--- src/rtl/edge_stim_gen.sv ---
`default_nettype none
// ============================================================================
// Module      : edge_stim_gen
// Description : Generates a programmable high/low stimulus waveform with a
//               matching enable, for driving an edge checker. Each sequence
//               is rep_cnt pairs of phases, then a one-cycle done pulse.
//               Optional macro EDGE_STIM_EXPECT_EN adds exp_fell/exp_rise,
//               predicting what a two-stage edge checker reports.
// Revision    : 1.0 - initial release
// ============================================================================
module edge_stim_gen #(
    parameter int CNT_W = 8,
    parameter int REP_W = 8
) (
    input  logic             clk,
    input  logic             rst_n,
    input  logic             start,
    input  logic [CNT_W-1:0] high_len,
    input  logic [CNT_W-1:0] low_len,
    input  logic [REP_W-1:0] rep_cnt,
    input  logic             init_lvl,
    output logic             busy,
    output logic             done,
    output logic             signal_out,
    output logic             en_out,
    output logic             exp_fell,
    output logic             exp_rise
);

    typedef enum logic [1:0] {
        ST_IDLE  = 2'd0,
        ST_PHASE = 2'd1,
        ST_DONE  = 2'd2
    } state_t;

    state_t           r_state;
    logic [CNT_W-1:0] r_hi_m1;    // high phase length minus one
    logic [CNT_W-1:0] r_lo_m1;    // low phase length minus one
    logic [REP_W-1:0] r_rep;      // phase pairs remaining, including current
    logic [CNT_W-1:0] r_cnt;      // cycles remaining in current phase minus one
    logic             r_second;   // current phase is the second of its pair
    logic             r_sig;
    logic             r_busy;
    logic             r_done;

    state_t           w_state_nxt;
    logic [CNT_W-1:0] w_hi_m1_nxt;
    logic [CNT_W-1:0] w_lo_m1_nxt;
    logic [REP_W-1:0] w_rep_nxt;
    logic [CNT_W-1:0] w_cnt_nxt;
    logic             w_second_nxt;
    logic             w_sig_nxt;

    // Zero lengths/counts behave as one; storing length-1 lets the maximum
    // length fit the counter exactly.
    logic [CNT_W-1:0] w_hi_m1_in;
    logic [CNT_W-1:0] w_lo_m1_in;
    logic [REP_W-1:0] w_rep_in;

    assign w_hi_m1_in = (high_len == '0) ? '0 : high_len - CNT_W'(1);
    assign w_lo_m1_in = (low_len == '0) ? '0 : low_len - CNT_W'(1);
    assign w_rep_in   = (rep_cnt == '0) ? REP_W'(1) : rep_cnt;

    // Next-state and datapath decisions for the sequencer.
    always_comb begin
        w_state_nxt  = r_state;
        w_hi_m1_nxt  = r_hi_m1;
        w_lo_m1_nxt  = r_lo_m1;
        w_rep_nxt    = r_rep;
        w_cnt_nxt    = r_cnt;
        w_second_nxt = r_second;
        w_sig_nxt    = r_sig;
        case (r_state)
            ST_IDLE: begin
                if (start) begin
                    w_state_nxt  = ST_PHASE;
                    w_hi_m1_nxt  = w_hi_m1_in;
                    w_lo_m1_nxt  = w_lo_m1_in;
                    w_rep_nxt    = w_rep_in;
                    w_cnt_nxt    = init_lvl ? w_hi_m1_in : w_lo_m1_in;
                    w_second_nxt = 1'b0;
                    w_sig_nxt    = init_lvl;
                end
            end
            ST_PHASE: begin
                if (r_cnt == '0) begin
                    if (r_second && (r_rep == REP_W'(1))) begin
                        // Last cycle of the last phase; level is held.
                        w_state_nxt = ST_DONE;
                    end else begin
                        w_sig_nxt    = ~r_sig;
                        w_cnt_nxt    = r_sig ? r_lo_m1 : r_hi_m1;
                        w_second_nxt = ~r_second;
                        if (r_second) begin
                            w_rep_nxt = r_rep - REP_W'(1);
                        end
                    end
                end else begin
                    w_cnt_nxt = r_cnt - CNT_W'(1);
                end
            end
            ST_DONE: begin
                // start is deliberately ignored here.
                w_state_nxt = ST_IDLE;
            end
            default: begin
                w_state_nxt = ST_IDLE;
            end
        endcase
    end

    // State and datapath registers; busy/done registered from the next state.
    always_ff @(posedge clk or negedge rst_n) begin
        if (!rst_n) begin
            r_state  <= ST_IDLE;
            r_hi_m1  <= '0;
            r_lo_m1  <= '0;
            r_rep    <= '0;
            r_cnt    <= '0;
            r_second <= 1'b0;
            r_sig    <= 1'b0;
            r_busy   <= 1'b0;
            r_done   <= 1'b0;
        end else begin
            r_state  <= w_state_nxt;
            r_hi_m1  <= w_hi_m1_nxt;
            r_lo_m1  <= w_lo_m1_nxt;
            r_rep    <= w_rep_nxt;
            r_cnt    <= w_cnt_nxt;
            r_second <= w_second_nxt;
            r_sig    <= w_sig_nxt;
            r_busy   <= (w_state_nxt == ST_PHASE);
            r_done   <= (w_state_nxt == ST_DONE);
        end
    end

    assign busy       = r_busy;
    assign en_out     = r_busy;
    assign done       = r_done;
    assign signal_out = r_sig;

`ifdef EDGE_STIM_EXPECT_EN
    logic r_sig_d1;
    logic r_en_d1;
    logic r_exp_fell;
    logic r_exp_rise;

    // Model of a checker that compares the level one cycle back with the
    // current level, gated by the enable one cycle back, and registers it.
    always_ff @(posedge clk or negedge rst_n) begin
        if (!rst_n) begin
            r_sig_d1   <= 1'b0;
            r_en_d1    <= 1'b0;
            r_exp_fell <= 1'b0;
            r_exp_rise <= 1'b0;
        end else begin
            r_sig_d1   <= r_sig;
            r_en_d1    <= r_busy;
            r_exp_fell <= r_sig_d1 & ~r_sig & r_en_d1;
            r_exp_rise <= ~r_sig_d1 & r_sig & r_en_d1;
        end
    end

    assign exp_fell = r_exp_fell;
    assign exp_rise = r_exp_rise;
`else
    assign exp_fell = 1'b0;
    assign exp_rise = 1'b0;
`endif

endmodule
`default_nettype wire
--- config.mk ---
export PLATFORM = sky130hd
export DESIGN_NAME = edge_stim_gen
export DESIGN_NICKNAME = d
export VERILOG_FILES = /design/src/rtl/edge_stim_gen.sv
export SDC_FILE = /design/constraint.sdc
export NUM_CORES = 1
export LEC_CHECK = 0
export CORE_AREA = 2 2 94 96
export DETAILED_ROUTE_END_ITERATION = 8
export DIE_AREA = 0 0 96 98
export MAX_ROUTING_LAYER = met4
export PLACE_DENSITY = 0.47
export RECOVER_POWER = 25
export SLEW_MARGIN = 40
export SYNTH_ARGS = -nofsm -noshare
export SYNTH_HDL_FRONTEND = slang
export SYNTH_SLANG_ARGS = --single-unit
--- constraint.sdc ---
create_clock -name clk -period 6.95 [get_ports clk]
set_clock_uncertainty 0.2 [all_clocks]
set_input_delay 1.39 -clock clk [delete_from_list [all_inputs] [get_ports clk]]
set_output_delay 1.39 -clock clk [all_outputs]
set_load 0.005 [all_outputs]
==> results.md, run 1 <==
* Final min period at 3440 ps
* Flops & latches, synth at 38
* Drt first-iter violations at 74
* Register area at 951 um^2
* Synth unique cells at 47
* Worst r2r path cells at 7
* Worst reg2reg path endpoint: r_rep[0]
* Initial Util at 29.2%
* IO Pins at 34
* Cell row count at 34
* Hold_ws at 284 ps
* Cts hold-fix bufs at 0
* PwrDens at 170 mW/mm^2
* Die H at 98 um
* Ratio of cells with drive above 1 in the final layout at 6.73%
* Violated checks: max-capacitance violations, max-slew violations
* Syn Area/Cell at 8.64 um^2
* Max Slew Vio Count at 39
* Number of global-route vias before repair at 2151
* DRC Markers at 0
* R2r startpoint: r_cnt[0]
* Sequential fraction of the synthesis area at 38.5%
* Worst path cell trace: clkdlybuf4s50_1 > inv_1 > ha_1 > nor4b_1 > nor3_1 > a21oi_1 > a2bb2oi_1 > a31oi_1
* Post-synth top flop: dfrtp_1
* Final GP Congestion at 0.802
* Slew @ Worst Pin at 2070 ps
* Critical path type: primary input to flop
* Peak VDD IR at 71.7 uV
* Hold Crit Depth at 2
* Die ar. at 0.00941 mm^2
* Cells after synthesis at 286
* 1st-pass router iterations at 5
* WL per Instance at 15.8 um
* Design Area, Final at 0.00299 mm^2
* Clock-pin slew of the registers on the worst-case setup and hold paths at 80 ps
* Arrival time of the worst setup path at 3390 ps
* Max Cap Viol at 1
* Resize count post-CTS at 0
* Dominant cells by area after synthesis: dfrtp_1 38%, nand2_1 5.9%, o21ai_0 5.9%
* CTS tree: built
* Post-synth EDFFs at 0
* Largest area contributor in the netlist: dfrtp_1
* Hold Startpoint: r_hi_m1[7]
* Post-Syn Area at 0.00247 mm^2
* Slew HR at -37.9%
* Setup-failing EPs final at 0
* R2r setup slk at 4370 ps
* Slowest stage cell, crit path: clkdlybuf4s50_1
* Total CTS buffers at 5
* Layout net count at 347
* CTS root buffer: clkbuf_8
* GR Overflow Total at 0
* Worst path max stage delay at 500 ps
* GRT Util Overall at 15.8%
* Clock Latency Late Sink at 300 ps
* Ys async rst share at 100%
* Area grow syn2layout at 21.0%
* WP data required at 6890 ps
* Via density at 5.14
* Setup Fix Bufs, Post-CTS at 0
* Largest net degree at the start of global routing at 39
* Die W at 96 um
* Initial antenna violation count at 0
* Clk buf depth at 2
* RSZ-0062 raised after global routing: false
* Vias at 2157
* Final hold viol count at 0
* DRT antenna net count at 0
* Setup tns final at 0 ps
* # diodes at 0
* Routed WL at 6640 um
* CP Max Fanout at 5
* Area of the multi-input gates at 0.00141 mm^2
* Hold endpoint: r_hi_m1[7]
* CP Capture Type: flop
* Share of the synthesized area in the top cell type at 38.5%
* CTS Sinks at 38
* Core area at 0.00847 mm^2
* IO Port Bufs at 31
* Fmax at 290 MHz
* First-pass GRT wire length at 11200 um
* Placed inst area at 0.00284 mm^2
* Syn. warnings at 0
* Final HPWL DP at 5040 um
* Number of fill cells in the layout at 877
* Status: finished, violations left
* LEAKAGE at 1.16 nW
* Worst setup SP type: primary input
* Max H-tree Level at 2
* Final Cycle Share at 49.5%
* Worst hold path type: flop to flop
==> report_power, final <==
part / switching (mW) / internal (mW) / leakage [nW]
Combinational: 0.0225 / 0.0232 / 0.598
Sequential: 0.00352 / 0.223 / 0.488
Clock: 0.0816 / 0.153 / 0.0714
==> per-layer routing <==
metal  GRT usage [%]  up-vias  part of all wire, %
met5               -        -                    0
met3            2.93        7                  3.8
met4            4.40        0                  1.3
met1            21.1     1035                   48
met2            24.6       38                   47
li1                -     1077                    -
==> critical path: cells and delay by family <==
family,cells,cell delay (ps)
compound gates,3,560
simple gates,2,590
buf+inv,2,640
fa+ha+maj,1,190
==> metrics by stage <==
step | power, mW | utilization [%] | std cells | setup slack [ps]
final | 0.507 | 35.3 | 420 | 3510
after global routing | 0.532 | 35.3 | 420 | 3340
after CTS | 0.514 | 35.3 | 420 | 3550
after detailed placement | 0.277 | 33.6 | 412 | 3230
after global placement | 0.278 | 33.5 | 412 | 3220
after floorplan | 0.248 | - | 287 | 4110
==> cell usage in the layout, fill, tap and decap left out, drive strengths merged, types with 2 or more instances in the layout <==
cell type	n
clkbuf	7
a31oi	9
nand2b	3
bufinv	2
nand3	7
or3b	2
o22ai	4
ha	8
nor4b	3
or3	2
nor4	6
dfrtp	38
clkdlybuf4s50	30
conb	2
o22a	8
o21ai	32
a2bb2oi	2
nor3	13
xor2	6
xnor2	4
o2bb2ai	2
a21oi	11
nand2	39
o211ai	4
a22oi	4
mux2i	12
nand3b	2
nor2	26
inv	11
==> cells by family after synthesis <==
group | synth area share, %
and+or+nand+nor | 22.6
AOI/OAI and AO/OA | 21.3
DFF | 38.5
buffers and inverters | 5.06
muxes | 4.86
xor gates and xnor gates | 3.54
adders and majority gates | 4.05
other | 0.152
==> worst max path at each step <==
stage	startpoint	endpoint	cells past startpoint	slack, ps
final	high_len[0]	r_cnt[4]	8	3510
after global routing	high_len[0]	r_cnt[5]	8	3340
after CTS	high_len[0]	r_cnt[4]	8	3550
after detailed placement	high_len[0]	r_cnt[4]	8	3230
after global placement	high_len[0]	r_cnt[4]	8	3220
after floorplan	high_len[0]	r_cnt[4]	6	4110
==> sequential cells by signal, summed over array words and instances, names as in the netlist <==
name and count:
r_lo_m1 8, signal_out 1, r_second 1, r_cnt 8, r_state 2, busy 1
r_rep 8, done 1, r_hi_m1 8
==> cell usage after synthesis (2+ instances only) <==
library cell  count
xnor2_1           4
dfrtp_1          38
nor2_1           25
nand3_1           7
or3b_2            2
a31oi_1           8
a21oi_1          11
nor4b_1           3
o22ai_1           4
clkbuf_1          6
buf_2             4
o21ai_2           2
o21ai_0          29
a22oi_1           4
a2bb2oi_1         2
or3_1             2
o2bb2ai_1         2
o22a_1            8
nand2_1          39
nor4_1            5
nor3_1           13
nand2b_1          3
buf_4             4
xor2_1            6
o211ai_1          4
ha_1              8
nand3b_1          2
mux2i_1          12
inv_1            11
==> layout make-up <==
class                      instances  area share (%)
multi-input combinational        223            47.1
sequential                        38            31.8
timing repair buffer              32            10.4
tap                              108            4.52
clock buffer                       6            2.76
clock inverter                     2            2.01
inverter                          11            1.38
Power figures use the tool's default switching activity.
==> inputs of run 2 (changes only) <==
clock period = 3.25 ns   (was 6.95 ns; I/O delays follow)
==> run 2 against run 1 <==
- the run still ends with max-capacitance violations, max-slew violations left
- critical path depth did not move
- routed wire length fell by 2.7%
- sequential cell count did not move
- sequential power rose by 110%
- critical path type unchanged
==> results.md, run 2 (same netlist as run 1, synthesis figures left out) <==
* Status: finished, violations left
* Violated checks: max-capacitance violations, max-slew violations
* Slowest stage cell, crit path: clkdlybuf4s50_1
* Max Slew Vio Count at 39 (unchanged)
* RSZ-0062 raised after global routing: false
* Worst setup SP type: primary input
* Final hold viol count at 0 (unchanged)
* Final min period at 2640 ps
* Pre-CTS WS at 295 ps (-2930 ps)
* Core area at 0.00847 mm^2 (unchanged)
* Worst setup margin at 610 ps (-2900 ps)
* Number of fill cells in the layout at 882 (+0.57%)
* Critical path type: primary input to flop
* IO Pins at 34 (unchanged)
* Area of the multi-input gates at 0.00141 mm^2 (-0.18%)
* Slew HR at -43.5% (-5.5 points)
* Register area at 951 um^2 (unchanged)
* Final GP Congestion at 0.829 (+3.4%)
* Clock Latency Late Sink at 290 ps (about the same)
* Initial Util at 29.2% (unchanged)
* Layout net count at 350 (+0.86%)
* First-pass GRT wire length at 10800 um (-3.0%)
* Initial antenna violation count at 0 (unchanged)
* Number of global-route vias before repair at 2118 (-1.5%)
* Final HPWL DP at 4980 um (-1.3%)
* Ratio of cells with drive above 1 in the final layout at 6.98% (+0.25 points)
* LEAKAGE at 1.15 nW (-0.64%)
* CP delay by family, top: buffers and inverters
* PwrDens at 310 mW/mm^2 (+83%)
* Vias at 2144 (-0.60%)
* DRC Markers at 0 (unchanged)
* Slew @ Worst Pin at 2150 ps (+82.6 ps)
* Commonest cells after routing, fill and taps aside: 39 x nand2_1, 38 x dfrtp_1, 30 x clkdlybuf4s50_1
* # diodes at 0 (unchanged)
* Clk pwr share at 36.5% (-9.8 points)
* CP Capture Type: flop
* Worst path cell trace: clkdlybuf4s50_1 > inv_1 > ha_1 > nor4b_1 > nor3_1 > a21oi_1 > a2bb2oi_1 > a31oi_1
* Arrival time of the worst setup path at 2570 ps (-820 ps)
* Largest net degree at the start of global routing at 39 (unchanged)
* Fmax at 379 MHz
* CTS root buffer: clkbuf_8
* WP buf/inv at 2 (unchanged)
* 1st-pass router iterations at 4 (-1)
* Max H-tree Level at 2 (unchanged)
* Cell row count at 34 (unchanged)
* Logic gate share of total power at 10.7% (+1.7 points)
* Resize count post-CTS at 0 (unchanged)
* Sw frac at 23.9% (+2.7 points)
* Area grow syn2layout at 19.7%
* Hold_ws at 287 ps (+2.33 ps)
* Sequential share of power at 52.9% (+8.2 points)
* Final Cycle Share at 81.2%
* WP data required at 3180 ps (-3710 ps)
* IO Port Bufs at 31 (unchanged)
* Peak VDD IR at 119 uV (+67%)
* Worst path max stage delay at 490 ps (about the same)
* Setup-failing EPs final at 0 (unchanged)
* Cts hold-fix bufs at 0 (unchanged)
* Tot Pwr at 0.918 mW (+81%)
* GRT Util Overall at 15.2% (-0.63 points)
* Max Cap Viol at 1 (unchanged)
* Worst hold path type: flop to flop
* Setup Fix Bufs, Post-CTS at 0 (unchanged)
* Die H at 98 um (unchanged)
* DRT antenna net count at 0 (unchanged)
* Via density at 5.07 (-1.3%)
* Commonest non-fill, non-tap cell in the layout: nand2_1
* CP Max Fanout at 5 (unchanged)
* Setup tns final at 0 ps (unchanged)
* CTS tree: built
* Clk buf depth at 2 (unchanged)
* Die W at 96 um (unchanged)
* GR Overflow Total at 0 (unchanged)
* Clock-pin slew of the registers on the worst-case setup and hold paths at 70 ps (about the same)
* Total CTS buffers at 5 (unchanged)
* Drt first-iter violations at 109 (+47%)
* CTS Sinks at 38 (unchanged)
* Routed WL at 6460 um (-2.7%)
* WL per Instance at 15.3 um (-3.4%)
* P_int at 0.698 mW (+75%)
* P_sw at 0.220 mW (+100%)
* Die ar. at 0.00941 mm^2 (unchanged)
## run 2: changes by cell type in the layout (fill, tap and decap cells not counted), sizes merged
cell / before / now
clkinv: 0 / 1
bufinv: 2 / 0
clkbuf: 7 / 8
buf: 1 / 4
## run 2: per-stage QoR
| step | utilization, % | std cells | instance area, um^2 |
|---|---|---|---|
| 4_1_cts | 35.0 | 423 | 2960 |
| 2_1_floorplan | - | 287 | 2470 |
| 6_report | 34.9 | 423 | 2960 |
| 3_3_place_gp | 33.8 | 415 | 2860 |
| 5_1_grt | 34.9 | 423 | 2960 |
| 3_5_place_dp | 33.9 | 415 | 2870 |
## run 2: cell type report
cell class / instances / share of cell area, %
multi-input combinational: 223 / 47.5
sequential: 38 / 32.1
timing repair buffer: 35 / 11.3
tap: 108 / 4.57
clock buffer: 7 / 2.92
inverter: 11 / 1.40
clock inverter: 1 / 0.169
## run 2: final timing paths
check / slack (ps) / startpoint / cells past startpoint / end
worst max-delay path: 610 / high_len[0] / 8 / r_cnt[4]
worst min-delay path: 290 / r_lo_m1[1] / 2 / r_lo_m1[1]
worst max register to register: 660 / r_cnt[0] / 7 / r_rep[0]
worst min register to register: 290 / r_lo_m1[1] / 2 / r_lo_m1[1]
max in group asynchronous: 830 / rst_n / 1 / r_hi_m1[6]
min in group asynchronous: 780 / rst_n / 1 / r_hi_m1[3]
## run 2: power groups by stage
stage | Clock [mW] | Sequential [mW] | Combinational (mW)
3_5_place_dp | 0 | 0.494 | 0.0998
2_1_floorplan | 0 | 0.492 | 0.0375
4_1_cts | 0.353 | 0.485 | 0.100
6_report | 0.335 | 0.485 | 0.0978
3_3_place_gp | 0 | 0.494 | 0.100
5_1_grt | 0.374 | 0.486 | 0.109
## run 2: tightest hold or removal path, cell delays in order (launching register included)
cell,delay (ps)
dfrtp_1,340
nand2_1,50
o21ai_0,60
## run 2: metal layers
| metal | GRT usage, % | up-vias | share of wire, % |
|---|---|---|---|
| li1 | - | 1083 | - |
| met1 | 21.2 | 1012 | 49 |
| met2 | 23.0 | 44 | 46 |
| met3 | 2.31 | 5 | 3.9 |
| met4 | 3.96 | 0 | 1.2 |
| met5 | - | - | 0 |
==> patch 1 (flow settings as in run 2) <==
The output `done` loses its register stage (`r_done` becomes a continuous assignment).
--- a/src/rtl/edge_stim_gen.sv
+++ b/src/rtl/edge_stim_gen.sv
@@ -120,7 +120,6 @@
             r_second <= 1'b0;
             r_sig    <= 1'b0;
             r_busy   <= 1'b0;
-            r_done   <= 1'b0;
         end else begin
             r_state  <= w_state_nxt;
             r_hi_m1  <= w_hi_m1_nxt;
@@ -130,9 +129,10 @@
             r_second <= w_second_nxt;
             r_sig    <= w_sig_nxt;
             r_busy   <= (w_state_nxt == ST_PHASE);
-            r_done   <= (w_state_nxt == ST_DONE);
         end
     end
+
+    assign r_done = (w_state_nxt == ST_DONE);
 
     assign busy       = r_busy;
     assign en_out     = r_busy;
Behaviour: not the same (Yosys sat finds a counterexample within 4 cycles, from zero or initial values and one cycle with rst_n low).
==> patch 1 against run 2 <==
- the run still ends with capacitance limit, slew limit left
- design area shrank 1.2%
- highest routed layer unchanged
- clock power shrank 5%
- sequential cell count shrank 1
- area after synthesis shrank 1.0%
- setup slack lost 0.52 ns
- wire length grew 2.7%
- non-clock buffer count grew 1
- largest cell class unchanged
- register-to-register slack gained 0.03 ns
- via count grew 0.51%
- fmax shrank 16%
- power shrank 3.2%
==> patch 1: results (changes against run 2) <==
synth top area cells: dfrtp_1 38%, nand2_1 6.0%, o21ai_0 5.9% (was dfrtp_1 38%, nand2_1 5.9%, o21ai_0 5.9%)
Clock net power: 0.000318 W (was 0.000335 W)
number of instances in the placed design: 415 (unchanged)
Clock Power Share: 35.8% (was 36.5%)
master of the slowest instance on the critical path: or4_4 (was clkdlybuf4s50_1)
dpl ws: 0.331 ns (was 0.295 ns)
slew of the pin with the lowest slew margin: 2.10 ns (was 2.15 ns)
# fillers: 874 (was 882)
share of the yosys chip area belonging to registers: 37.9% (was 38.5%)
number of global-route vias before repair: 2094 (was 2118)
placed instance area: 2850 sq um (was 2870 sq um)
largest net degree at the start of global routing: 38 (was 39)
post-CTS sizing: 0 (unchanged)
violations in the final reports: capacitance limit, slew limit (unchanged)
outcome: finished with violations (unchanged)
global-route wire length before repair: 10700 um (was 10800 um)
Net Sw Frac: 25.0% (was 23.9%)
largest stage delay on the critical path: 0.59 ns (was 0.49 ns)
DR vias: 2155 (was 2144)
Max Cap Viol: 1 (unchanged)
total detailed-routing wirelength: 6630 um (was 6460 um)
VDD IR max: 0.141 mV (was 0.119 mV)
number of DRC markers in iteration 0: 89 (was 109)
worst endpoint data arrival time: 2.31 ns (was 2.57 ns)
GRT Resource Usage Total: 15.2% (about the same)
final HPWL from detailed placement: 5040 um (was 4980 um)
share of post-route cells with drive strength above 1: 6.35% (was 6.98%)
area of all placed cells without fillers: 2920 sq um (was 2960 sq um)
Logic power comb: 0.0000978 W (about the same)
global placement routability congestion: 0.844 (was 0.829)
cell types with the highest counts after synthesis: 39 x nand2_1, 37 x dfrtp_1, 29 x o21ai_0 (was 39 x nand2_1, 38 x dfrtp_1, 29 x o21ai_0)
number of pins exceeding their max-slew limit in the final report: 38 (was 39)
Syn Inst Count: 285 (was 286)
leakage power: 1.13 nW (was 1.15 nW)
-- patch 1: cell types whose count changed in the layout (fill, tap and decap cells not counted), sizes merged --
cell,change
buf,+1
clkbuf,+1
clkinv,-1
dfrtp,-1
-- patch 1: worst paths after layout --
kind	to	slack (ns)	depth (start not counted)	startpoint
worst max-delay path	done	0.09	4	r_rep[4]
worst min-delay path	r_hi_m1[6]	0.29	2	r_hi_m1[6]
worst max register to register	r_rep[0]	0.69	7	r_cnt[0]
worst min register to register	r_hi_m1[6]	0.29	2	r_hi_m1[6]
max in group asynchronous	r_lo_m1[5]	0.89	1	rst_n
min in group asynchronous	r_hi_m1[4]	0.76	1	rst_n
-- patch 1: area by class of cell --
class | count | share of cell area, %
Sequential cell | 37 | 31.7
Clock buffer | 8 | 2.74
Tap cell | 108 | 4.62
Timing Repair Buffer | 36 | 11.7
Inverter | 11 | 1.41
Multi-Input combinational cell | 223 | 47.9
-- patch 1: kinds of logic (layout without fill, tap and decap cells) --
group / Yosys count / after routing / synth area share (%)
simple gates: 110 / 110 / 22.8
xor+xnor: 10 / 10 / 3.58
other cells: 1 / 2 / 0.153
flops: 37 / 37 / 37.9
buf+inv: 26 / 55 / 5.12
compound gates: 81 / 81 / 21.5
fa+ha+maj: 8 / 8 / 4.09
mux: 12 / 12 / 4.91
-- patch 1: critical path, delay by kind of cell (launching register included) --
family,cells,cell delay (ns)
buffers and inverters,1,0.53
flip-flops,1,0.41
AND/OR/NAND/NOR,3,1.07
-- patch 1: routing by layer --
| layer | track usage [%] | vias up | part of all wire (%) |
|---|---|---|---|
| met5 | - | - | 0 |
| met4 | 3.63 | 0 | 1.2 |
| met3 | 2.85 | 5 | 3.0 |
| met2 | 24.1 | 47 | 47 |
| met1 | 20.0 | 1021 | 49 |
| li1 | - | 1082 | - |
==> patch 2 (settings of run 2) <==
Without the edit above. Build with the macro `EDGE_STIM_EXPECT_EN` defined.
--- a/src/rtl/edge_stim_gen.sv
+++ b/src/rtl/edge_stim_gen.sv
@@ -8,6 +8,8 @@
 //               predicting what a two-stage edge checker reports.
 // Revision    : 1.0 - initial release
 // ============================================================================
+`define EDGE_STIM_EXPECT_EN
+
 module edge_stim_gen #(
     parameter int CNT_W = 8,
     parameter int REP_W = 8
Check against the original RTL: not equivalent (a bounded check fails within 4 cycles, from zero or initial values and one cycle with rst_n low).
==> patch 2 against run 2 <==
- via count rose by 9.3%
- final cell count grew 5.0%
- setup slack worse by 0.12 ns
- sequential cell count grew 4
- critical path type unchanged
- area after synthesis up 10%
- count of clock-buffer cells in the layout shrank 2
- design area grew 9.1%
- synthesized cell count is 6.6% higher
- wire length is 15% higher
Power is not compared: it rests on default switching activity, and its combinational part moved more than twofold at a synthesized area within 25%.
==> patch 2: results (changes against run 2) <==
share of post-route cells with drive strength above 1: 8.63% (was 6.98%)
post-detailed-route via-to-cell ratio: 5.28 (was 5.07)
buffers added on ports: 33 (was 31)
largest net degree at the start of global routing: 43 (was 39)
# fillers: 879 (was 882)
Worst setup endpoint: r_cnt[3] (was r_cnt[4])
Buffers, non-clock: 38 (was 35)
multi-input combinational gate total: 238 (was 223)
worst endpoint data arrival time: 2.69 ns (was 2.57 ns)
Register-to-Register Setup Slack: 0.78 ns (was 0.66 ns)
number of clock buffer instances in the layout: 5 (was 7)
launch point of the worst hold path: busy (was r_lo_m1[1])
Seq Cell Count: 42 (was 38)
dominant delay contributor by cell family on the critical path: simple AND/OR/NAND/NOR gates (was buffers and inverters)
total detailed-routing wirelength: 7420 um (was 6460 um)
register cell area after layout: 1050 sq um (was 951 sq um)
final HPWL from detailed placement: 5500 um (was 4980 um)
outcome: complete, no violations (was finished with violations)
Nets: 372 (was 350)
clock tree cell share of total cell area: 2.44% (was 3.09%)
Endpoint, Worst Hold: r_en_d1 (was r_lo_m1[1])
global-route wire length before repair: 12500 um (was 10800 um)
non-clock buffer share of cell area: 11.1% (was 11.3%)
synth top area cells: dfrtp_1 39%, o21ai_0 6.1%, mux2i_1 5.5% (was dfrtp_1 38%, nand2_1 5.9%, o21ai_0 5.9%)
count of different cell masters after synthesis: 59 (was 47)
[patch 2: changes by cell type in the layout (fill, tap and decap cells not counted), sizes merged, moves of 3 or more]
| cell | change |
|---|---|
| a21oi | +9 |
| o22a | -3 |
| dfrtp | +4 |
| o22ai | -3 |
| a22oi | -3 |
| nand2 | -3 |
| mux2i | +3 |
[patch 2: cell families after synthesis]
group | Yosys count | synth area share, %
AND/OR/NAND/NOR | 115 | 23.4
AO/OA/AOI/OAI | 91 | 21.7
flip-flops | 42 | 38.5
buffers and inverters | 25 | 4.31
multiplexers | 15 | 5.50
XOR/XNOR | 9 | 2.89
adder cells (fa/ha/maj) | 8 | 3.67
[patch 2: power by group through the flow]
stage / Sequential [W] / Clock (W) / Combinational [W]
after floorplan: 0.000620 / 0 / 0.000193
final: 0.000647 / 0.000322 / 0.000271
after detailed placement: 0.000654 / 0 / 0.000272
after global placement: 0.000655 / 0 / 0.000269
after CTS: 0.000644 / 0.000341 / 0.000275
after global routing: 0.000655 / 0.000364 / 0.000302
[patch 2: stage by stage]
| stage | total power (W) | instances | utilization, % | setup slack, ns | instance area, sq um |
|---|---|---|---|---|---|
| global route | 0.00132 | 444 | 38.1 | 0.360 | 3230 |
| finish | 0.00124 | 444 | 38.1 | 0.495 | 3230 |
| floorplan | 0.000813 | 305 | - | 0.918 | 2730 |
| global placement | 0.000924 | 437 | 37.2 | 0.238 | 3150 |
| detailed placement | 0.000926 | 437 | 37.3 | 0.179 | 3150 |
| CTS | 0.00126 | 444 | 38.2 | 0.492 | 3230 |
[patch 2: routing by layer]
layer	up-vias	global-route usage [%]	share of wire (%)
li1	1179	-	-
met1	1123	23.9	49
met2	37	27.4	46
met3	4	3.40	4.1
met4	0	4.29	0.57
met5	-	-	0
